**src/rtl/pipe_pkg.sv**
```systemverilog
// pipe_pkg: widths, opcodes, control/hazard vector bit indices for the 16-bit pipeline
package pipe_pkg;
  localparam int REG_AW = 4;
  localparam int CV_W = 11;
  localparam int HZ_W = 13;
  localparam logic [15:0] NOP_INSTR = 16'hF000;
  localparam logic [3:0] OP_ADD = 4'h0;
  localparam logic [3:0] OP_SUB = 4'h1;
  localparam logic [3:0] OP_LW = 4'h2;
  localparam logic [3:0] OP_SW = 4'h3;
  localparam logic [3:0] OP_JMPZ = 4'h4;
  localparam logic [3:0] OP_MOVI = 4'h5;
  localparam logic [3:0] OP_FADD = 4'h6;
  localparam logic [3:0] OP_STOP = 4'hE;
  localparam logic [3:0] OP_NOP = 4'hF;
  localparam int CV_REG_WRITE = 10;
  localparam int CV_ALU_SUB = 9;
  localparam int CV_BRANCH = 8;
  localparam int CV_MEM_READ = 7;
  localparam int CV_REG_DST_RT = 6;
  localparam int CV_MEM_WRITE = 5;
  localparam int CV_RSVD = 4;
  localparam int CV_MEM_TO_REG = 3;
  localparam int CV_MOV_IMM = 2;
  localparam int CV_FLOAT_OP = 1;
  localparam int CV_STOP = 0;
  localparam logic [CV_W-1:0] CV_NOP = '0;
  localparam logic [CV_W-1:0] CV_ADD_C = 11'h400;
  localparam logic [CV_W-1:0] CV_SUB_C = 11'h600;
  localparam logic [CV_W-1:0] CV_LW_C = 11'h4C8;
  localparam logic [CV_W-1:0] CV_SW_C = 11'h020;
  localparam logic [CV_W-1:0] CV_JMPZ_C = 11'h300;
  localparam logic [CV_W-1:0] CV_STOP_C = 11'h001;
  localparam int HZ_ALU_SRC1 = 11;
  localparam int HZ_ALU_SRC2 = 9;
  localparam int HZ_MEM_SRC = 8;
  localparam int HZ_FLUSH_EX_MEM = 7;
  localparam int HZ_FLUSH_IF_ID = 6;
  localparam int HZ_FLUSH_ID_EX = 5;
  localparam int HZ_PCSTALL = 4;
  localparam int HZ_IF_ID_STALL = 3;
  localparam int HZ_ID_EX_STALL = 2;
  localparam int HZ_EX_MEM_STALL = 1;
  localparam int HZ_MEM_WB_STALL = 0;
endpackage

```
**src/rtl/pipe_stage_reg.sv**
```systemverilog
// pipe_stage_reg: pipeline register with priority rst > flush > stall > bubble > advance
module pipe_stage_reg #(
  parameter int W = 8,
  parameter logic [W-1:0] RST_VAL = '0,
  parameter logic [W-1:0] BUB_VAL = '0
) (
  input  logic         clk,
  input  logic         rst,
  input  logic         flush,
  input  logic         stall,
  input  logic         bubble,
  input  logic [W-1:0] d,
  output logic [W-1:0] q
);
  always_ff @(posedge clk)
    q <= rst ? RST_VAL : flush ? BUB_VAL : stall ? q : bubble ? BUB_VAL : d;
endmodule

```
**src/rtl/pipe_hazard_regs.sv**
```systemverilog
// pipe_hazard_regs: IF/ID..MEM/WB control/tag registers with hazard stall/flush and stop latch; PERF_CNT_EN adds retire/bubble counters
module pipe_hazard_regs
  import pipe_pkg::*;
(
  input  logic              clk,
  input  logic              rst,
  input  logic [15:0]       instr_i,
  input  logic [CV_W-1:0]   control_vector_i,
  input  logic [HZ_W-1:0]   hazard_cv_i,
  input  logic              zero_i,
  output logic [15:0]       instr_d_o,
  output logic [REG_AW-1:0] rs_i_o,
  output logic [REG_AW-1:0] rt_i_o,
  output logic [REG_AW-1:0] rs_e_o,
  output logic [REG_AW-1:0] rt_e_o,
  output logic [REG_AW-1:0] rs_m_o,
  output logic [REG_AW-1:0] write_reg_m_o,
  output logic [REG_AW-1:0] write_reg_w_o,
  output logic              reg_write_m_o,
  output logic              reg_write_w_o,
  output logic              mem_read_e_o,
  output logic [CV_W-1:0]   cv_e_o,
  output logic [CV_W-1:0]   cv_m_o,
  output logic [CV_W-1:0]   cv_w_o,
  output logic              pc_stall_o,
  output logic              pc_src_o,
  output logic              jump_o,
  output logic              stop_o
`ifdef PERF_CNT_EN
  ,
  output logic [31:0]       retired_cnt_o,
  output logic [31:0]       bubble_cnt_o
`endif
);
  logic stop_q;
  logic fl_d, fl_e, fl_m;
  logic st_d, st_e, st_m, st_w;
  logic bb_e, bb_m, bb_w;
  logic [REG_AW-1:0] dst_id, dst_e;
  logic zero_m;
  logic unused_hz;
  assign unused_hz = ^hazard_cv_i[HZ_W-1:HZ_MEM_SRC];
  assign fl_d = hazard_cv_i[HZ_FLUSH_IF_ID] & ~stop_q;
  assign fl_e = hazard_cv_i[HZ_FLUSH_ID_EX] & ~stop_q;
  assign fl_m = hazard_cv_i[HZ_FLUSH_EX_MEM] & ~stop_q;
  assign st_d = hazard_cv_i[HZ_IF_ID_STALL] | hazard_cv_i[HZ_PCSTALL] | stop_q;
  assign st_e = hazard_cv_i[HZ_ID_EX_STALL] | stop_q;
  assign st_m = hazard_cv_i[HZ_EX_MEM_STALL] | stop_q;
  assign st_w = hazard_cv_i[HZ_MEM_WB_STALL] | stop_q;
  assign bb_e = st_d & ~fl_d & ~stop_q;
  assign bb_m = st_e & ~fl_e & ~stop_q;
  assign bb_w = st_m & ~fl_m & ~stop_q;
  assign dst_id = control_vector_i[CV_REG_DST_RT] ? instr_d_o[3:0] : instr_d_o[11:8];
  pipe_stage_reg #(.W(16), .RST_VAL(NOP_INSTR), .BUB_VAL(NOP_INSTR)) u_if_id (
    .clk(clk), .rst(rst), .flush(fl_d), .stall(st_d), .bubble(1'b0),
    .d(instr_i), .q(instr_d_o)
  );
  pipe_stage_reg #(.W(CV_W + 3*REG_AW)) u_id_ex (
    .clk(clk), .rst(rst), .flush(fl_e), .stall(st_e), .bubble(bb_e),
    .d({control_vector_i, instr_d_o[7:4], instr_d_o[3:0], dst_id}),
    .q({cv_e_o, rs_e_o, rt_e_o, dst_e})
  );
  pipe_stage_reg #(.W(CV_W + 2*REG_AW + 1)) u_ex_mem (
    .clk(clk), .rst(rst), .flush(fl_m), .stall(st_m), .bubble(bb_m),
    .d({cv_e_o, rs_e_o, dst_e, zero_i}),
    .q({cv_m_o, rs_m_o, write_reg_m_o, zero_m})
  );
  pipe_stage_reg #(.W(CV_W + REG_AW)) u_mem_wb (
    .clk(clk), .rst(rst), .flush(1'b0), .stall(st_w), .bubble(bb_w),
    .d({cv_m_o, write_reg_m_o}),
    .q({cv_w_o, write_reg_w_o})
  );
  always_ff @(posedge clk)
    stop_q <= rst ? 1'b0 : stop_q | cv_w_o[CV_STOP];
  assign rs_i_o = instr_d_o[7:4];
  assign rt_i_o = instr_d_o[3:0];
  assign reg_write_m_o = cv_m_o[CV_REG_WRITE];
  assign reg_write_w_o = cv_w_o[CV_REG_WRITE];
  assign mem_read_e_o = cv_e_o[CV_MEM_READ];
  assign pc_stall_o = hazard_cv_i[HZ_PCSTALL] | stop_q;
  assign pc_src_o = cv_m_o[CV_BRANCH] & zero_m;
  assign jump_o = cv_e_o[CV_BRANCH];
  assign stop_o = stop_q;
`ifdef PERF_CNT_EN
  logic ret_inc, bub_inc;
  assign ret_inc = ~st_w & ~bb_w & (cv_m_o != '0);
  assign bub_inc = fl_d | fl_e | fl_m | (bb_e & ~st_e) | (bb_m & ~st_m) | (bb_w & ~st_w);
  always_ff @(posedge clk) begin
    retired_cnt_o <= rst ? '0 : (ret_inc && ~&retired_cnt_o) ? retired_cnt_o + 32'd1 : retired_cnt_o;
    bubble_cnt_o <= rst ? '0 : (bub_inc && ~&bubble_cnt_o) ? bubble_cnt_o + 32'd1 : bubble_cnt_o;
  end
`endif
endmodule

```
**config.mk**
```make
export PLATFORM = sky130hd
export DESIGN_NAME = pipe_hazard_regs
export DESIGN_NICKNAME = d
export VERILOG_FILES = /design/src/rtl/pipe_pkg.sv /design/src/rtl/pipe_stage_reg.sv /design/src/rtl/pipe_hazard_regs.sv
export SDC_FILE = /design/constraint.sdc
export NUM_CORES = 1
export LEC_CHECK = 0
export ABC_CLOCK_PERIOD_IN_PS = 2900
export CAP_MARGIN = 30
export CORE_UTILIZATION = 45
export CTS_BUF_LIST = sky130_fd_sc_hd__clkbuf_16
export DETAILED_ROUTE_END_ITERATION = 8
export PLACE_DENSITY = 0.9
export SLEW_MARGIN = 0
export SYNTH_ARGS = -nofsm -noshare
export SYNTH_HDL_FRONTEND = slang
export SYNTH_SLANG_ARGS = --single-unit
```
**constraint.sdc**
```tcl
create_clock -name clk -period 2.9 [get_ports clk]
set_input_delay 0.435 -clock clk [delete_from_list [all_inputs] [get_ports clk]]
set_output_delay 0.435 -clock clk [all_outputs]
set_load 0.005 [all_outputs]
```
======== Yosys cells after proc, flatten, opt, wreduce, memory -nomap -nowiden ========
Cells that the tools add are included.
word-level totals
  flip-flop bits (word level) ............. 75
  output and inout port bits .............. 84
  logic and storage cells ................. 33
operators by class
  mux-type cells .......................... 4
  bitwise gates (word level) .............. 21
  reduce and logical (&&, ||, !) cells .... 3
operator list
  cell                count
  23-bit 2-to-1 mux   1
  20-bit 2-to-1 mux   1
  15-bit 2-to-1 mux   1
  1-bit AND           10
  1-bit OR            7
  2-bit OR reduction  3
  4-bit 2-to-1 mux    1
  1-bit inverter      4

======== Depth between registers and ports, before layout ========
Gate-level depths: netlist (run 1).
  word-level depth ........................ 6
  mapped depth ............................ 6
  depth with buffers taken out ............ 3

======== Cells and area by module ========
Synthesis (run 1) repeated with hierarchy kept, for this count alone.
unflattened totals
  cells, all modules ...................... 364
  area total of the unflattened synthesis .. 3253.1 sq um
by module, submodules not included
  module                      times used  cells each  area each (sq um)  seq. area each (sq um)
  pipe_stage_reg at u_id_ex   1           103         930.9              460.4
  pipe_stage_reg at u_ex_mem  1           89          792.0              400.4
  pipe_stage_reg at u_if_id   1           71          638.1              320.3
  pipe_stage_reg at u_mem_wb  1           67          631.9              300.3
  pipe_hazard_regs            1           34          260.2              20.0

======== Worst setup path after synthesis (run 1) ========
No wires, ideal clock.
  path type ............................... input -> register
  start point ............................. input port hazard_cv_i[3]
  end point ............................... register u_if_id.q[12]
  library setup time ...................... 0.133 ns
  arrival time ............................ 1.156 ns
  required time ........................... 2.767 ns
  setup slack ............................. 1.610 ns
  cell stages on the path ................. 5
  buffers on the path ..................... 2
  cells stage by stage .................... or3_1 -> buf_2 -> buf_6 -> nand2_1 -> nand3_1
on the way
  longest elaborated chain between the ends .. 2
ends and longest elaborated chain
  what                   line                    RTL
  start, declared        pipe_hazard_regs.sv:9   input logic [HZ_W-1:0] hazard_cv_i,
  1-bit OR (2 in a row)  pipe_hazard_regs.sv:46  assign st_d = hazard_cv_i[HZ_IF_ID_STALL] | hazard_cv_i[HZ_PCSTALL] | stop_q;
  end signal, assigned   pipe_stage_reg.sv:16    q <= rst ? RST_VAL : flush ? BUB_VAL : stall ? q : bubble ? BUB_VAL : d;
  end, declared          pipe_stage_reg.sv:13    output logic [W-1:0] q
Every way passes these cells.
A chain may end at the register's enable or synchronous reset.

======== Worst setup path after layout (run 1) ========
  start point ............................. input port hazard_cv_i[4]
  end point ............................... output port pc_stall_o
on the way
  longest elaborated chain between the ends .. 1
ends and longest elaborated chain
  what           line                    RTL
  1-bit OR       pipe_hazard_regs.sv:80  assign pc_stall_o = hazard_cv_i[HZ_PCSTALL] | stop_q;
  end, declared  pipe_hazard_regs.sv:25  output logic pc_stall_o,
Every way passes these cells.

==> results.md, run 1 <==
- Clk root buf: clkbuf_16
- Clock Latency Late Sink: 0.33 ns
- Synth Flop Type: dfxtp_1
- Fill count: slightly below 500
- Chip height: 83.3 um
- Wire per inst: about 15 um
- Unique masters post-synth: 23
- Synthesized area: 0.00297 mm2
- Layout Cells excl Fill: 537
- H-tree Lvls: 3
- Worst-path fanout max: 4
- Worst path required time: 2.47 ns
- Worst slew margin: between 30 and 40%
- Clock tree buffer depth: 2
- Die Wd: ~83 um
- Worst path arrival time: 1.67 ns
- Synthesized flop and latch total: 75
- Post-route ant nets: 0
- CTS tree: done
- Sequential-to-total area share from yosys stat: 50.5%
- Commonest cells post-synth: nand2_1, dfxtp_1, a21oi_1, nand3_1, buf_4
- Core Util, Final: 69.2%
- Largest net degree at the start of global routing: 28
- CP most frequent cell: clkdlybuf4s50_1
- RSZ-0062 raised after global routing: false
- Worst setup EP type: output pin
- Drc violations: 0
- Routed wire length: 7790 um
- Fraction of registers with async set/reset: 0%
- Worst min path class: flop to flop
- Max-slew violation count: 0
- First-pass GRT wire length: 13200 um
- Dpl cells: about 520
- Max-cap violations: 0
- FP Rows: 29
- Routed vias/inst: 5.14
- DR iter-0 viols: 149
- Final Hold Viols: 0
- Layout Skew: 0.00675 ns
- Number of global-route vias before repair: approximately 2700
- Leakage: 1.47 nW
- Post-CTS Hold Buffers: 0
- Initial antenna violation count: 0
- Fin crit period: 2.11 ns
- Detailed Routing Iterations Pass 1: 4
- Initial Util: between 40% and 50%
- Post-synth top area share: 50.5%
- Setup CP Type: primary input to output pin
- Crit-path cells: clkdlybuf4s50_1 > or2_2 > clkdlybuf4s50_1
- Post-Synthesis Cells: 359
- Layout area overhead: 47.8%
- Hold_ws: ~0.45 ns
- Port Buffers: roughly 120
- Worst path slowest cell: clkdlybuf4s50_1
- Fraction of layout cells with a size suffix above 1: about 6.5%
- Post-cts resize count: 0
- Multi-input gate area: 0.00121 mm2
- Post-synth EDFFs: 0
- Vias: around 2800
- Top-Level Pins: 127
- VDD IR max: ~0.0004 V
- Antenna Cells: 0
- Fin crit share: 72.7%
- Status: complete, no violations
- Clock Sinks: 75
- Final Setup Violations: 0
- Synth top area cells: dfxtp_1, nand2_1, a21oi_1
- Die ar.: between 0.006 and 0.007 mm2
- Most common cell in the netlist: nand2_1
- Yosys top cell by area: dfxtp_1
- Synth Area per Inst: 8.28 um2
- Tot GR Track Use: 23.2%
- Post-DP HPWL: 5540 um
- Startpoint class of the critical path: primary input
- Final GP Congestion: 0.785
- R2R Setup Slk: between 1 and 1.5 ns
- # nets final: 498
- CP peak stage delay: 0.49 ns
- Core area: 0.00635 mm2
- Setup TNS: 0 ns
- Synth warn: 0
- Worst-Margin Slew: 0.947 ns
- Grt total ovfl: 0
- Post-CTS setup buffer count: 0
- Mapped Nets: between 400 and 500
- Achievable Freq: 0.475 GHz
- Reg area: 0.00150 mm2
- PD cells: 569 mW/mm2
- Cts bufs inserted: 9
- Reg clk slew, reported paths: 0.06 ns
-- routing by layer --
layer | global-route usage [%] | up-vias | wire length [um]
met4 | 7.52 | 0 | 48
met3 | 6.66 | 5 | 571
met2 | 38.7 | 91 | 3830
li1 | - | 1398 | -
met5 | 0 | - | 0
met1 | 28.8 | 1264 | 3340
-- cell type report --
class	instances	share of cell area [%]
flip-flops and latches	75	34.2
multi-input cells	243	27.5
clock buffers	9	5.13
inverters	1	0.0854
repair buffers	125	28.3
clock inverters	7	2.65
well taps	77	2.19
-- worst paths after layout --
check,startpoint,to,cells past startpoint
worst max register to register,stop_o,u_id_ex.q[2],3
worst min register to register,u_mem_wb.q[3],u_mem_wb.q[3],2
worst min-delay path,u_mem_wb.q[3],u_mem_wb.q[3],2
worst max-delay path,hazard_cv_i[4],pc_stall_o,3
-- logic make-up (layout without fill, tap and decap cells) --
family	count (synthesis)	after routing	synth area share [%]
compound gates	75	75	14.5
mux	4	4	1.35
buf+inv	41	142	8.84
simple gates	164	164	24.8
flops	75	75	50.5
-- critical path: cells and delay by family --
kind	cells	cell delay (ns)
buffers and inverters	2	0.94
and+or+nand+nor	1	0.30
-- through the flow --
stage                     area, um2  power, W  setup slack, ns
after floorplan                2970   0.00117             1.61
after global placement         4050   0.00125            0.804
after global routing           4390   0.00257            0.743
after detailed placement       4050   0.00126            0.735
final                          4390   0.00250            0.793
after CTS                      4390   0.00251            0.796
-- registers in the layout (all words and copies together), names as in the netlist --
name and count:
u_id_ex.q 23, stop_o 1, u_ex_mem.q 20, u_mem_wb.q 15, u_if_id.q 16
-- cells in the final DEF, fill, tap and decap left out, types with 2 or more instances in the layout --
cell type	n
a21o_1	3
a21oi_1	67
buf_4	4
bufinv_16	3
clkbuf_16	9
clkdlybuf4s50_1	121
clkinv_4	2
dfxtp_1	75
mux2i_1	4
nand2_1	90
nand2b_1	2
nand3_1	58
nor2_1	4
nor2_4	2
o32ai_2	4
or2_1	2
or2_2	2
-- report_power, final --
group	leakage, nW	internal [W]	switching (W)
combinational	0.698	0.0000901	0.0000943
sequential	0.606	0.00104	0.0000104
clock	0.167	0.000838	0.000423
total	1.47	0.00197	0.000527
(Power assumes the default switching activity.)
==> run 2: changes to the inputs <==
--- a/config.mk
+++ b/config.mk
@@ -5,12 +5,12 @@
 export SDC_FILE = /design/constraint.sdc
 export NUM_CORES = 1
 export LEC_CHECK = 0
-export ABC_CLOCK_PERIOD_IN_PS = 2900
+export ABC_CLOCK_PERIOD_IN_PS = 2000
 export CAP_MARGIN = 30
-export CORE_UTILIZATION = 45
+export CORE_UTILIZATION = 42
 export CTS_BUF_LIST = sky130_fd_sc_hd__clkbuf_16
 export DETAILED_ROUTE_END_ITERATION = 8
-export PLACE_DENSITY = 0.9
+export PLACE_DENSITY = 0.85
 export SLEW_MARGIN = 0
 export SYNTH_ARGS = -nofsm -noshare
 export SYNTH_HDL_FRONTEND = slang
==> constraint.sdc (replaced) <==
create_clock -name clk -period 2 [get_ports clk]
set_input_delay 0.3 -clock clk [delete_from_list [all_inputs] [get_ports clk]]
set_output_delay 0.3 -clock clk [all_outputs]
set_load 0.005 [all_outputs]
==> run 2 against run 1 <==
  * Routed wire length down 1.1%
  * Clock power is 27% higher
  * Critical endpoint unchanged
  * Cell count increased by 4.8%
  * Utilization is 4.3 points lower
  * Highest routed layer unchanged
  * Critical path type is now flop to output pin
  * Largest power group unchanged
  * First-iteration DRC count is 40% lower
==> results.md, run 2 (synthesis gave the netlist of run 1 again) <==
- Status: complete, no violations
- H-tree Lvls: 3 (unchanged)
- Worst-Margin Slew: 0.588 ns (-0.359 ns)
- Sequential Power Share: 44.8% (+2.7 points)
- Die ar.: 0.00742 mm2 (+7.0%)
- Regs by FF count: u_id_ex.q (23), u_ex_mem.q (20), u_if_id.q (16)
- Max-cap violations: 0 (unchanged)
- Max reg flops: 23 (unchanged)
- Post-route ant nets: 0 (unchanged)
- Worst-path fanout max: 8 (+4)
- Detailed Routing Iterations Pass 1: 4 (unchanged)
- Final Setup Violations: 0 (unchanged)
- Clock tree buffer depth: 2 (unchanged)
- Post-CTS setup buffer count: 0 (unchanged)
- DR iter-0 viols: 90 (-40%)
- Clock Sinks: 75 (unchanged)
- Initial antenna violation count: 0 (unchanged)
- GR Util met2: 35.8% (-3.0 points)
- Vias: 2811 (+1.9%)
- M1 GR Usage: 24.9% (-3.9 points)
- Worst path slowest cell: dfxtp_1
- Post-CTS Hold Buffers: 0 (unchanged)
- Most flop-heavy register: u_id_ex.q
- Port Buffers: 121 (unchanged)
- Startpoint class of the critical path: flop
- Gr busiest metal: met2
- Chip height: 86.1 um (+3.4%)
- Die Wd: 86.1 um (+3.4%)
- Core Util, Final: 64.9% (-4.3 points)
- Clock Latency Late Sink: 0.33 ns (about the same)
- Critical path launch point: stop_o
- Worst min path class: flop to flop
- FP Rows: 30 (+3.4%)
- Number of global-route vias before repair: 2732 (+0.15%)
- Worst slew margin: 60.8% (+24 points)
- Routed vias/inst: 4.99 (-2.8%)
- CP peak stage delay: 0.61 ns (+0.12 ns)
- Largest net degree at the start of global routing: 21 (-25%)
- R2R Path Start: stop_o
- Net switching power: 0.000785 W (+49%)
- Final Hold Viols: 0 (unchanged)
- Tot GR Track Use: 21.4% (-1.8 points)
- Grt total ovfl: 0 (unchanged)
- Leakage: 1.48 nW (+0.46%)
- Most frequent cells in the layout: clkdlybuf4s50_1, nand2_1, dfxtp_1, a21oi_1, nand3_1
- Initial Util: 43.5% (-3.3 points)
- Reg clk slew, reported paths: 0.06 ns (about the same)
- Drc violations: 0 (unchanged)
- First-pass GRT wire length: 12500 um (-5.0%)
- Crit-path cells: or2_2 > clkdlybuf4s50_1
- Design Power: 0.00341 W (+36%)
- Fin crit share: 96.1%
- Layout Skew: 0.00414 ns (-0.00261 ns)
- Post-DP HPWL: 5650 um (+1.9%)
- Fraction of layout cells with a size suffix above 1: 8.14% (+1.6 points)
- Fin crit period: 1.92 ns
- Antenna Cells: 0 (unchanged)
- Min-Delay Startpoint: u_mem_wb.q[9]
- Worst path required time: 1.70 ns (-0.77 ns)
- Clk root buf: clkbuf_16
- Commonest non-fill, non-tap cell in the layout: clkdlybuf4s50_1
- Layout area overhead: 49.1%
- Top-Level Pins: 127 (unchanged)
- # nets final: 505 (+1.4%)
- RSZ-0062 raised after global routing: false
- VDD IR max: 0.000514 V (+29%)
- CTS tree: done
- Post-cts resize count: 0 (unchanged)
- Clock power share: 47.1% (-3.4 points)
- Setup CP Type: flop to output pin
- Int Pwr: 0.00262 W (+33%)
- Worst setup EP type: output pin
- Core area: 0.00683 mm2 (+7.6%)
- PD cells: 769 mW/mm2 (+35%)
- Combinational share of power: 8.2% (+0.8 points)
- Final GP Congestion: 0.838 (+6.8%)
- Global Route met3 Usage: 6.64% (-0.019 points)
- Max-slew violation count: 0 (unchanged)
- Setup TNS: 0 ns (unchanged)
- Achievable Freq: 0.520 GHz
- Worst path arrival time: 1.62 ns (-0.05 ns)
- Cts bufs inserted: 9 (unchanged)
- Wire per inst: 13.7 um (-5.7%)
- Switching portion of total power: 23.0% (+1.9 points)
- Routed wire length: 7700 um (-1.1%)
run 2: cell count changes in the layout (fill, tap and decap cells not counted):
cell	before	now
o21bai_2	0	1
clkinv_4	2	1
clkinv_2	1	0
buf_4	4	11
bufinv_16	3	1
o21bai_1	1	0
inv_6	0	2
clkinvlp_4	0	2
run 2: worst max-delay path, delay by kind of cell, from the launching register on:
kind | cells | cell delay, ns
buffers and inverters | 1 | 0.50
flip-flops | 1 | 0.61
AND/OR/NAND/NOR | 1 | 0.19
run 2: per-stage QoR:
stage	area (um2)	worst slack [ns]	std cells	hold WS, ns
finish	4430	0.0781	563	0.449
global route	4430	0.0344	563	0.460
CTS	4430	0.0669	563	0.451
detailed placement	4130	0.178	547	0.443
global placement	4130	0.206	547	0.438
floorplan	2970	0.798	359	0.423
run 2: final timing paths:
check | cells past startpoint | slack, ns | endpoint
min | 2 | 0.45 | u_mem_wb.q[9]
max reg2reg | 4 | 0.26 | u_id_ex.q[16]
min reg2reg | 2 | 0.45 | u_mem_wb.q[9]
max | 2 | 0.08 | pc_stall_o
run 2: area by class of cell:
class	instances	area, um2
clock buffer	9	225
inverter	1	3.75
fill	598	2400
tap	96	120
multi-input combinational	243	1210
clock inverter	7	75.1
timing repair buffer	132	1290
sequential	75	1500
run 2: metal layers:
layer	vias to the layer above	part of all wire, %
met5	-	0
met4	0	2.3
met3	15	6.9
met2	94	48
met1	1294	43
li1	1408	-
run 2: power groups by stage:
stage	clock network, W	registers [W]	logic (W)
CTS	0.00163	0.00153	0.000280
global route	0.00169	0.00153	0.000302
finish	0.00160	0.00153	0.000278
detailed placement	0	0.00156	0.000277
floorplan	0	0.00156	0.000141
global placement	0	0.00156	0.000273
==> run 3: changes to the inputs <==
--- a/config.mk
+++ b/config.mk
@@ -7,11 +7,12 @@
 export LEC_CHECK = 0
 export ABC_CLOCK_PERIOD_IN_PS = 2000
 export CAP_MARGIN = 30
-export CORE_UTILIZATION = 42
+export CORE_UTILIZATION = 44
 export CTS_BUF_LIST = sky130_fd_sc_hd__clkbuf_16
 export DETAILED_ROUTE_END_ITERATION = 8
-export PLACE_DENSITY = 0.85
+export PLACE_DENSITY = 0.87
 export SLEW_MARGIN = 0
 export SYNTH_ARGS = -nofsm -noshare
 export SYNTH_HDL_FRONTEND = slang
+export SYNTH_HIERARCHICAL = 1
 export SYNTH_SLANG_ARGS = --single-unit
==> run 3 against run 2 <==
  * Maximum frequency is 8.3% higher
  * Area after synthesis is 9.4% higher
  * Routed wire length is 1.2% higher
  * Worst hold slack better by 0.0089 ns
  * Sequential cell count stayed put
  * Sequential share of layout area is 2.7 points lower
  * Cell count is 1.6% higher
  * Cell area is 8.6% higher
  * Setup slack better by 0.15 ns
  * Via count is 0.18% higher
  * First-iteration DRC count is 48% higher
  * Critical path type unchanged
  * Critical endpoint unchanged
  * Largest power group unchanged
==> results.md, run 3 <==
- Status: complete, no violations
- Detailed Routing Iterations Pass 1: 4 (unchanged)
- Max-slew violation count: 0 (unchanged)
- Routed vias/inst: 4.92 (-1.4%)
- Clk root buf: clkbuf_16
- Die ar.: 0.00774 mm2 (+4.4%)
- CP endpoint: pc_stall_o
- Worst slew margin: 43.5% (-17 points)
- Clock Latency Late Sink: 0.32 ns (about the same)
- Most frequent cells in the layout: clkdlybuf4s50_1, dfxtp_1, nand2_1, or3b_1, a21oi_1
- Antenna Cells: 0 (unchanged)
- Worst path arrival time: 1.47 ns (-0.15 ns)
- Achievable Freq: 0.563 GHz (+8.3%)
- DR iter-0 viols: 133 (+48%)
- Fraction of layout cells with a size suffix above 1: 8.82% (+0.69 points)
- Reg area: 0.00150 mm2 (unchanged)
- Gr busiest metal: met2
- Cts bufs inserted: 9 (unchanged)
- Grt total ovfl: 0 (unchanged)
- Initial antenna violation count: 0 (unchanged)
- Synth warn: 6 (+6)
- Port Buffers: 121 (unchanged)
- Final GP Congestion: 0.810 (-3.4%)
- Unique masters post-synth: 23 (unchanged)
- FP Rows: 30 (unchanged)
- Worst min path class: flop to flop
- Tot GR Track Use: 20.8% (-0.62 points)
- Initial Util: 46.6% (+3.1 points)
- Post-synth EDFFs: 0 (unchanged)
- Largest net degree at the start of global routing: 47 (+120%)
- VDD IR max: 0.000464 V (-9.7%)
- Leakage: 1.57 nW (+6.2%)
- Regs by FF count: u_id_ex/q (23), u_ex_mem/q (20), u_if_id/q (16)
- Worst-path fanout max: 8 (unchanged)
- H-tree Lvls: 3 (unchanged)
- M1 GR Usage: 25.7% (+0.72 points)
- Fin crit share: 88.7% (-7.4 points)
- Post-route ant nets: 0 (unchanged)
- FF-to-FF End: u_if_id/q[0]
- Core area: 0.00698 mm2 (+2.2%)
- Worst reg2reg path depth: 4 (unchanged)
- Commonest cells post-synth: dfxtp_1, nand2_1, or3b_1, a21oi_1, buf_4
- Max reg flops: 23 (unchanged)
- Vias: 2816 (+0.18%)
- Synthesized flop and latch total: 75 (unchanged)
- Routed wire length: 7800 um (+1.2%)
- Worst path slowest cell: dfxtp_1
- Fraction of registers with async set/reset: 0% (unchanged)
- Commonest non-fill, non-tap cell in the layout: clkdlybuf4s50_1
- Final Setup Violations: 0 (unchanged)
- PD cells: 781 mW/mm2 (+1.5%)
- # nets final: 514 (+1.8%)
- R2R Setup Slk: 0.28 ns (+0.02 ns)
- Fill count: 551 (-7.9%)
- Clock tree buffer depth: 2 (unchanged)
- Top-Level Pins: 127 (unchanged)
- Worst path required time: 1.70 ns (about the same)
- Global Route met3 Usage: 6.03% (-0.61 points)
- Synth Area per Inst: 8.94 um2 (+7.9%)
- Design Power: 0.00376 W (+10%)
- Synth top area cells: dfxtp_1, or3b_1, a21oi_1
- Synth Flop Type: dfxtp_1
- Post-Synthesis Cells: 364 (+1.4%)
- RSZ-0062 raised after global routing: false
- Layout Skew: 0.00429 ns (+0.000156 ns)
- Yosys top cell by area: dfxtp_1
- First-pass GRT wire length: 12400 um (-0.88%)
- Post-cts resize count: 0 (unchanged)
- Clock Sinks: 75 (unchanged)
- Critical path launch point: stop_o
- Final instance area: 0.00481 mm2 (+8.6%)
- Drc violations: 0 (unchanged)
- Post-DP Area: 0.00443 mm2 (+7.3%)
- Worst setup EP type: output pin
- Post-CTS setup buffer count: 0 (unchanged)
- Multi-input gate area: 0.00152 mm2 (+25%)
- Layout Cells excl Fill: 572 (+1.6%)
- Dpl cells: 556 (+1.6%)
- Most common cell in the netlist: dfxtp_1
- Die Wd: 88.0 um (+2.2%)
- Post-CTS Hold Buffers: 0 (unchanged)
- GR Util met2: 34.6% (-1.2 points)
- Fin crit period: 1.77 ns (-0.147 ns)
- Max-cap violations: 0 (unchanged)
- Most flop-heavy register: u_id_ex/q
- Setup TNS: 0 ns (unchanged)
- Number of global-route vias before repair: 2599 (-4.9%)
- Final Hold Viols: 0 (unchanged)
- Layout area overhead: 47.9%
- Synthesized area: 0.00325 mm2 (+9.4%)
- Chip height: 88.0 um (+2.2%)
- Post-DP HPWL: 5660 um (+0.29%)
- Sequential-to-total area share from yosys stat: 46.2% (-4.4 points)
- Worst-Margin Slew: 0.848 ns (+0.260 ns)
- Crit-path cells: or2_1 > clkdlybuf4s50_1
- Reg clk slew, reported paths: 0.06 ns (about the same)
- CTS tree: done
- CP peak stage delay: 0.50 ns (-0.11 ns)
- Startpoint class of the critical path: flop
- Setup CP Type: flop to output pin
- Wire per inst: 13.6 um (-0.37%)
- R2R Path Start: stop_o
- Post-synth top area share: 46.2% (-4.4 points)
## run 3: changes by cell type after synthesis, moves of 5 or more
| cell | before | now |
|---|---|---|
| nor2b_1 | 0 | 6 |
| nand2_1 | 90 | 70 |
| nand3_1 | 58 | 0 |
| nor3_1 | 0 | 5 |
| or3b_1 | 0 | 67 |
## run 3: critical path: cells and delay by family, from the launching register on
family,cells,cell delay [ns]
flip-flops,1,0.50
buffers and inverters,1,0.49
AND/OR/NAND/NOR,1,0.16
## run 3: how the worst min path moves through the flow
stage | from | to | slack [ns] | depth (start not counted)
global placement | u_mem_wb/q[12] | u_mem_wb/q[12] | 0.44 | 2
floorplan | rst | stop_o | 0.37 | 1
detailed placement | u_id_ex/q[3] | u_id_ex/q[3] | 0.45 | 2
CTS | u_id_ex/q[3] | u_id_ex/q[3] | 0.46 | 2
global route | u_mem_wb/q[5] | u_mem_wb/q[5] | 0.47 | 2
finish | u_id_ex/q[3] | u_id_ex/q[3] | 0.46 | 2
## run 3: area by class of cell
type	instances	area share [%]
sequential	75	31.2
timing repair buffer	131	27.1
tap	96	2.50
multi-input combinational	254	31.5
clock buffer	9	4.68
clock inverter	7	3.04
## run 3: through the flow
step	utilization [%]	hold WS, ns	setup slack (ns)
global route	68.9	0.474	0.145
finish	68.9	0.458	0.225
detailed placement	63.5	0.452	-0.00403
CTS	68.8	0.461	0.134
global placement	63.2	0.439	-0.164
floorplan	-	0.372	0.522
## run 3: cells by family after synthesis
family | synth area share [%]
multiplexers | 1.38
AO/OA/AOI/OAI | 11.8
flip-flops | 46.2
buffers and inverters | 8.54
other | 0.115
AND/OR/NAND/NOR | 32.0
## run 3: power by group
group          internal [W]  total (W)  leakage [nW]  switching (W)
Combinational      0.000141   0.000259         0.782       0.000117
Clock               0.00136    0.00198         0.181       0.000624
Sequential          0.00151    0.00152         0.605     0.00000978
Total               0.00301    0.00376          1.57       0.000751
## run 3: per-layer routing
metal | share of wire (%) | vias to the layer above | wire length [um]
li1 | - | 1437 | -
met1 | 44 | 1269 | 3410
met2 | 49 | 102 | 3790
met3 | 6.6 | 8 | 511
met4 | 1.1 | 0 | 85
met5 | 0 | - | 0
